### config.mk
export PLATFORM = sky130hd
export DESIGN_NAME = regfile_rd_arbiter_flat
export DESIGN_NICKNAME = d
export VERILOG_FILES = /design/src/rtl/regfile_rd_arbiter_pkg.sv /design/src/rtl/regfile_rd_arbiter_if.sv /design/src/rtl/regfile_rd_arbiter_rr.sv /design/src/rtl/regfile_rd_arbiter.sv /design/src/flat_wrapper.sv
export SDC_FILE = /design/constraint.sdc
export NUM_CORES = 1
export LEC_CHECK = 0
export CAP_MARGIN = 20
export CORE_MARGIN = 1
export CORE_UTILIZATION = 34
export CTS_CLUSTER_SIZE = 8
export DETAILED_ROUTE_END_ITERATION = 6
export PLACE_DENSITY = 0.76
export SYNTH_ARGS = -nofsm -noshare
export SYNTH_HDL_FRONTEND = slang
export SYNTH_SLANG_ARGS = --single-unit
### constraint.sdc
create_clock -name clk -period 9.4 [get_ports clk]
set_input_delay 2.82 -clock clk [delete_from_list [all_inputs] [get_ports clk]]
set_output_delay 2.82 -clock clk [all_outputs]
set_load 0.05 [all_outputs]
### src/rtl/regfile_rd_arbiter_pkg.sv
// Shared constants for the register-file read arbiter: default sizes, the
// register address width and the requester-id width helper.
package regfile_arb_pkg;

  localparam int NREQ_DEF  = 4;
  localparam int WIDTH_DEF = 32;
  localparam int AW        = 5;
  localparam int NREG      = 32;

  // Keeps the id field at least one bit wide when only one requester exists.
  function automatic int id_width(input int n);
    return (n > 1) ? $clog2(n) : 1;
  endfunction

endpackage

### src/rtl/regfile_rd_arbiter_if.sv
// Bundle of requester, external-mux and read-return signals around the
// register-file read arbiter. The master side is the requesters plus mux.
interface regfile_rd_arbiter_if import regfile_arb_pkg::*; #(
  parameter int NREQ  = NREQ_DEF,
  parameter int WIDTH = WIDTH_DEF
) ();

  localparam int IDW = id_width(NREQ);

  // Handshake: requester i holds req[i] and its addr slice stable until it
  // sees gnt[i] high in the same cycle, which is the transfer cycle; hold
  // high withholds every grant. The read returns two cycles later as a
  // one-cycle rd_valid push tagged with rd_id; there is no back-pressure.
  logic [NREQ-1:0]    req;
  logic [AW*NREQ-1:0] addr;
  logic               hold;
  logic [NREQ-1:0]    gnt;
  logic [AW-1:0]      sel;
  logic [WIDTH-1:0]   mux_out;
  logic [WIDTH-1:0]   rd_data;
  logic               rd_valid;
  logic [IDW-1:0]     rd_id;

  modport master (
    output req, addr, hold, mux_out,
    input  gnt, sel, rd_data, rd_valid, rd_id
  );

  modport slave (
    input  req, addr, hold, mux_out,
    output gnt, sel, rd_data, rd_valid, rd_id
  );

endinterface

### src/rtl/regfile_rd_arbiter_rr.sv
// Round-robin picker: the first asserted request at or after ptr wins,
// reported both one-hot and as an encoded index.
module rr_arbiter import regfile_arb_pkg::*; #(
  parameter int NREQ = NREQ_DEF,
  parameter int IDW  = id_width(NREQ)
) (
  input  logic [NREQ-1:0] req,
  input  logic [IDW-1:0]  ptr,
  output logic [NREQ-1:0] gnt,
  output logic [IDW-1:0]  idx,
  output logic            any
);

  int             j;
  logic [IDW-1:0] jj;

  always_comb begin
    gnt = '0;
    idx = '0;
    any = 1'b0;
    j   = 0;
    jj  = '0;
    for (int k = 0; k < NREQ; k++) begin
      j = int'(ptr) + k;
      if (j >= NREQ) j = j - NREQ;
      jj = IDW'(j);
      if (!any && req[jj]) begin
        any     = 1'b1;
        gnt[jj] = 1'b1;
        idx     = jj;
      end
    end
  end

endmodule

### src/rtl/regfile_rd_arbiter.sv
// Shares one external 32:1 register read mux between NREQ requesters:
// round-robin grant, registered select, registered result two cycles later.
module regfile_rd_arbiter import regfile_arb_pkg::*; #(
  parameter int NREQ    = NREQ_DEF,
  parameter int WIDTH   = WIDTH_DEF,
  parameter bit R0_ZERO = 1'b1
) (
  input logic                 clk,
  input logic                 rst_n,
  regfile_rd_arbiter_if.slave bus
);

  localparam int IDW = id_width(NREQ);

  logic [IDW-1:0]  ptr;
  logic [IDW-1:0]  win_idx;
  logic [NREQ-1:0] rr_gnt;
  logic            rr_any;
  logic            grant;
  logic [AW-1:0]   addr_arr [NREQ];
  logic [AW-1:0]   win_addr;

  logic [AW-1:0]   sel_q;
  logic            s1_valid;
  logic [IDW-1:0]  s1_id;
  logic [WIDTH-1:0] rd_data_q;
  logic            rd_valid_q;
  logic [IDW-1:0]  rd_id_q;

  rr_arbiter #(.NREQ(NREQ), .IDW(IDW)) u_rr (
    .req (bus.req),
    .ptr (ptr),
    .gnt (rr_gnt),
    .idx (win_idx),
    .any (rr_any)
  );

  for (genvar i = 0; i < NREQ; i++) begin : g_addr
    assign addr_arr[i] = bus.addr[i*AW +: AW];
  end

  // Grant is withheld during reset so nothing leaks out before state is sane.
  assign grant    = rst_n && !bus.hold && rr_any;
  assign win_addr = addr_arr[win_idx];

  always_ff @(posedge clk or negedge rst_n) begin
    if (!rst_n) begin
      ptr <= '0;
    end else if (grant) begin
      ptr <= (win_idx == IDW'(NREQ - 1)) ? '0 : win_idx + IDW'(1);
    end
  end

  // Stage 1: drive the external mux select and remember who asked.
  always_ff @(posedge clk or negedge rst_n) begin
    if (!rst_n) begin
      sel_q    <= '0;
      s1_valid <= 1'b0;
      s1_id    <= '0;
    end else begin
      s1_valid <= grant;
      if (grant) begin
        sel_q <= win_addr;
        s1_id <= win_idx;
      end
    end
  end

  // Stage 2: capture the mux data; register 0 may be forced to zero.
  always_ff @(posedge clk or negedge rst_n) begin
    if (!rst_n) begin
      rd_data_q  <= '0;
      rd_valid_q <= 1'b0;
      rd_id_q    <= '0;
    end else begin
      rd_valid_q <= s1_valid;
      if (s1_valid) begin
        rd_id_q   <= s1_id;
        rd_data_q <= (R0_ZERO && sel_q == '0) ? '0 : bus.mux_out;
      end
    end
  end

  assign bus.gnt      = grant ? rr_gnt : '0;
  assign bus.sel      = sel_q;
  assign bus.rd_data  = rd_data_q;
  assign bus.rd_valid = rd_valid_q;
  assign bus.rd_id    = rd_id_q;

endmodule

### src/flat_wrapper.sv
// flat-port wrapper written by rule: the top's interface ports become plain ports
module regfile_rd_arbiter_flat import regfile_arb_pkg::*;
#(
  parameter int NREQ    = NREQ_DEF,
  parameter int WIDTH   = WIDTH_DEF,
  parameter bit R0_ZERO = 1'b1
)
  (clk, rst_n, bus_req, bus_addr, bus_hold, bus_mux_out, bus_gnt, bus_sel, bus_rd_data, bus_rd_valid, bus_rd_id);
  regfile_rd_arbiter_if #(.NREQ(NREQ), .WIDTH(WIDTH)) bus_i ();
  input logic clk;
  input logic rst_n;
  input wire logic [$bits(bus_i.req)-1:0] bus_req;
  input wire logic [$bits(bus_i.addr)-1:0] bus_addr;
  input wire logic [$bits(bus_i.hold)-1:0] bus_hold;
  input wire logic [$bits(bus_i.mux_out)-1:0] bus_mux_out;
  output wire logic [$bits(bus_i.gnt)-1:0] bus_gnt;
  output wire logic [$bits(bus_i.sel)-1:0] bus_sel;
  output wire logic [$bits(bus_i.rd_data)-1:0] bus_rd_data;
  output wire logic [$bits(bus_i.rd_valid)-1:0] bus_rd_valid;
  output wire logic [$bits(bus_i.rd_id)-1:0] bus_rd_id;
  assign bus_i.req = bus_req;
  assign bus_i.addr = bus_addr;
  assign bus_i.hold = bus_hold;
  assign bus_i.mux_out = bus_mux_out;
  assign bus_gnt = bus_i.gnt;
  assign bus_sel = bus_i.sel;
  assign bus_rd_data = bus_i.rd_data;
  assign bus_rd_valid = bus_i.rd_valid;
  assign bus_rd_id = bus_i.rd_id;
  regfile_rd_arbiter #(.NREQ(NREQ), .WIDTH(WIDTH), .R0_ZERO(R0_ZERO)) u_core (.clk(clk), .rst_n(rst_n), .bus(bus_i));
endmodule
==> metrics.txt <==
run status=complete, no violations; hold buffer count at CTS=0; number of clock buffers inserted by TritonCTS=5; proportion of layout cells with a drive suffix above 1=0.0643; area added between synthesis and finish=44.5%; placeable core area=7290 um2; PortBufs=102; Finished Core Util=0.512; cell count after placement=465; async set-or-reset flop fraction in the synthesized netlist=1.00; post-route setup slack=0.649 ns; Die ar.=7950 um2; cells along the critical path=clkdlybuf4s50_1 > mux4_2 > and2b_1 > a22oi_1 > nor2_1 > a221oi_1 > nor2_1 > clkdlybuf4s50_1; WL per Instance=14.3 um; dominant synthesized flop cell=sky130_fd_sc_hd__dfrtp_1; Slowest-stage cell, CP=sky130_fd_sc_hd__clkdlybuf4s50_1; DRC Markers=0; Nets=441; DRT antenna net count=0; postcts setup bufs=0; setup total negative slack=0 ns; Avg Vias per Cell=4.98; number of antenna violations at the first check in global routing=0; Worst IR Drop VDD=0.000160 V; type of the most critical hold path=flop to flop; total nets after synthesis=348; gate family responsible for the most delay along the worst path=buffers and inverters; highest achievable clock rate=114 MHz; number of buffers and inverters on the critical path=2; EDFF count, synth=0; clock insertion delay at the later pin of the skew report=0.28 ns; maximum clock insertion buffer count=2; arrival time reported for the critical path endpoint=5.93 ns; number of violations of the max-capacitance limit=0; setup repair after global routing missed its margin=false; final worst path period share=0.931; overflow left after global routing=0; clock network fraction of design power=0.099; Power Total=1.08 mW; global placement routability congestion=0.813; final critical-path required period=8.75 ns; final setup violation count=0; std cell rows=31; met1 Usage GRT=0.201; antenna diode count=0; TritonCTS clock tree=yes; switching component of the power=0.519 mW; Final Slew Violations=0; instance area at placement=3640 um2; global routing's busiest layer=met2; kind of capture point of the worst setup path=primary output; post-route design area=3730 um2; starting density of the core=0.354; flops & latches, synth=45; number of distinct library cells after synthesis=46; synthesized area per cell=9.19 um2; count of routing violations after the opening detailed-route iteration=97; clock-pin slew of the registers on the worst-case setup and hold paths=0.08 ns; number of resized instances in the post-cts repair step=0; Routed Wire Length=6730 um; worst hold margin=0.504 ns; met3 demand-to-capacity share in global routing=0.0240; Logic pwr share=0.632; overall die height=89.2 um; Clock Tree Root=sky130_fd_sc_hd__clkbuf_8; DIE WIDTH=89.2 um; share of power burned in registers=0.269; half-perimeter wire length after detailed placement=4990 um; worst slew margin relative to its limit=0.351; required time of the worst setup path=6.58 ns; count of non-filler cells in the finished layout=472; gate count after technology mapping=281; YS warnings=0; internal power=0.557 mW; Max H-tree Level=2; Worst Path Class, Setup=input port to primary output; Lkg Pwr=1.61 nW; via count=2351; worst clock skew=0.00247 ns; Total GRT Usage=0.168; clk sinks=45; count of endpoints failing hold in the final timing report=0; worst-path maximum fanout=14; worst-margin pin slew=0.973 ns; net switching fraction of the power=0.482; met2 track utilization from global routing=0.310; power density over the cells=288 nW/um2; largest net degree at the start of global routing=46; Critical Path Start Type=input port; proportion of synthesized chip area in sequential cells=0.436; post-synthesis instance area=2580 um2; vias in the first global route=2245; number of optimization iterations in the first detailed-route pass=4; first-pass GRT wire length=10300 um; worst stage delay on the critical path=0.82 ns; I/O pin total=103; DP Worst Slack=0.693 ns
-- power by group through the flow --
| stage | sequential (mW) | combinational, mW | clock [mW] |
|---|---|---|---|
| final | 0.290 | 0.680 | 0.106 |
| after global routing | 0.297 | 0.724 | 0.119 |
| after CTS | 0.290 | 0.679 | 0.112 |
| after detailed placement | 0.293 | 0.676 | 0 |
| after global placement | 0.290 | 0.662 | 0 |
| after floorplan | 0.456 | 0.319 | 0 |
-- worst register-to-register path: stages (launching register included) --
cell and delay, ns:
sky130_fd_sc_hd__dfrtp_1 0.59, sky130_fd_sc_hd__inv_1 0.26, sky130_fd_sc_hd__ha_1 0.55, sky130_fd_sc_hd__mux4_2 0.44, sky130_fd_sc_hd__and2b_1 0.60, sky130_fd_sc_hd__nor2_8 0.05
sky130_fd_sc_hd__a21boi_4 0.36, sky130_fd_sc_hd__mux2_4 0.34, sky130_fd_sc_hd__a221o_1 0.32
-- worst paths after layout --
| path | cells past startpoint | start | end | slack (ns) |
|---|---|---|---|---|
| hold / removal | 2 | u_core.s1_id[1]$_DFFE_PN0P_ | u_core.s1_id[1]$_DFFE_PN0P_ | 0.50 |
| hold reg to reg | 2 | u_core.s1_id[1]$_DFFE_PN0P_ | u_core.s1_id[1]$_DFFE_PN0P_ | 0.50 |
| setup reg to reg | 8 | u_core.ptr[1]$_DFFE_PN0P_ | u_core.bus.sel[3]$_DFFE_PN0P_ | 5.75 |
| min in group asynchronous | 2 | rst_n | u_core.bus.rd_data[29]$_DFFE_PN0P_ | 2.69 |
| setup / recovery | 8 | bus_req[3] | bus_gnt[1] | 0.65 |
| max in group asynchronous | 2 | rst_n | u_core.bus.sel[2]$_DFFE_PN0P_ | 6.34 |
-- kinds of logic (layout without fill, tap and decap cells) --
logic type      Yosys count  in the layout  synth area share
buf+inv                  60            152            0.0959
simple gates             76             76             0.139
flops                    45             45             0.436
compound gates           76             76             0.203
mux                      15             15            0.0838
xor+xnor                  1              1           0.00339
fa+ha+maj                 8              8            0.0388
-- cells in the mapped netlist (all sizes together) (2+ instances only) --
cell     n  share of area
a211oi   5          0.015
a21o     2         0.0058
a221o    5          0.019
a221oi   4          0.014
a22oi    4          0.012
buf      6          0.014
clkbuf  13          0.023
dfrtp   45           0.44
ha       8          0.039
inv     40          0.058
mux2     8          0.042
mux2i    4          0.016
mux4     3          0.026
nand2   38          0.055
nand3    2         0.0039
nand3b   2         0.0058
nor2    16          0.030
nor3     5         0.0097
nor4     5          0.012
o211ai   2         0.0058
o21a     2         0.0058
o21ai   40          0.078
o311a    4          0.016
or4      2         0.0058
-- state kept, by name, indices dropped and copies added, names as in the netlist --
signal and count:
u_core.s1_valid 1, u_core.bus.rd_data 32, u_core.s1_id 2, u_core.ptr 2
u_core.bus.rd_id 2, u_core.bus.rd_valid 1, u_core.bus.sel 5
-- cell type report --
class	instances	area (um2)
flip-flops and latches	45	1130
clock inverters	1	5.00
repair buffers	105	1050
multi-input cells	176	1210
inverters	41	154
clock buffers	5	68.8
fillers	680	3560
well taps	99	124
-- placed cells by master, fill, tap and decap left out, drive strengths merged, types with 2 or more instances in the layout --
master / instances
nor4: 5
a221o: 5
o21a: 2
mux2: 8
a211oi: 5
a21o: 2
ha: 8
o311a: 4
clkdlybuf4s50: 101
a221oi: 4
o211ai: 2
nand2: 38
nor3: 5
mux2i: 4
dfrtp: 45
inv: 40
o21ai: 40
clkinv: 2
nand3: 2
a22oi: 4
buf: 4
clkbuf: 5
nand3b: 2
mux4: 3
or4: 2
nor2: 16
-- per-layer routing --
metal,vias up,share of wire,wire (um)
li1,1147,-,-
met1,1115,0.43,2870
met2,85,0.51,3400
met3,4,0.059,400
met4,0,0.0091,61
met5,-,0,0
Note: power is estimated with default switching activity, not from simulation.
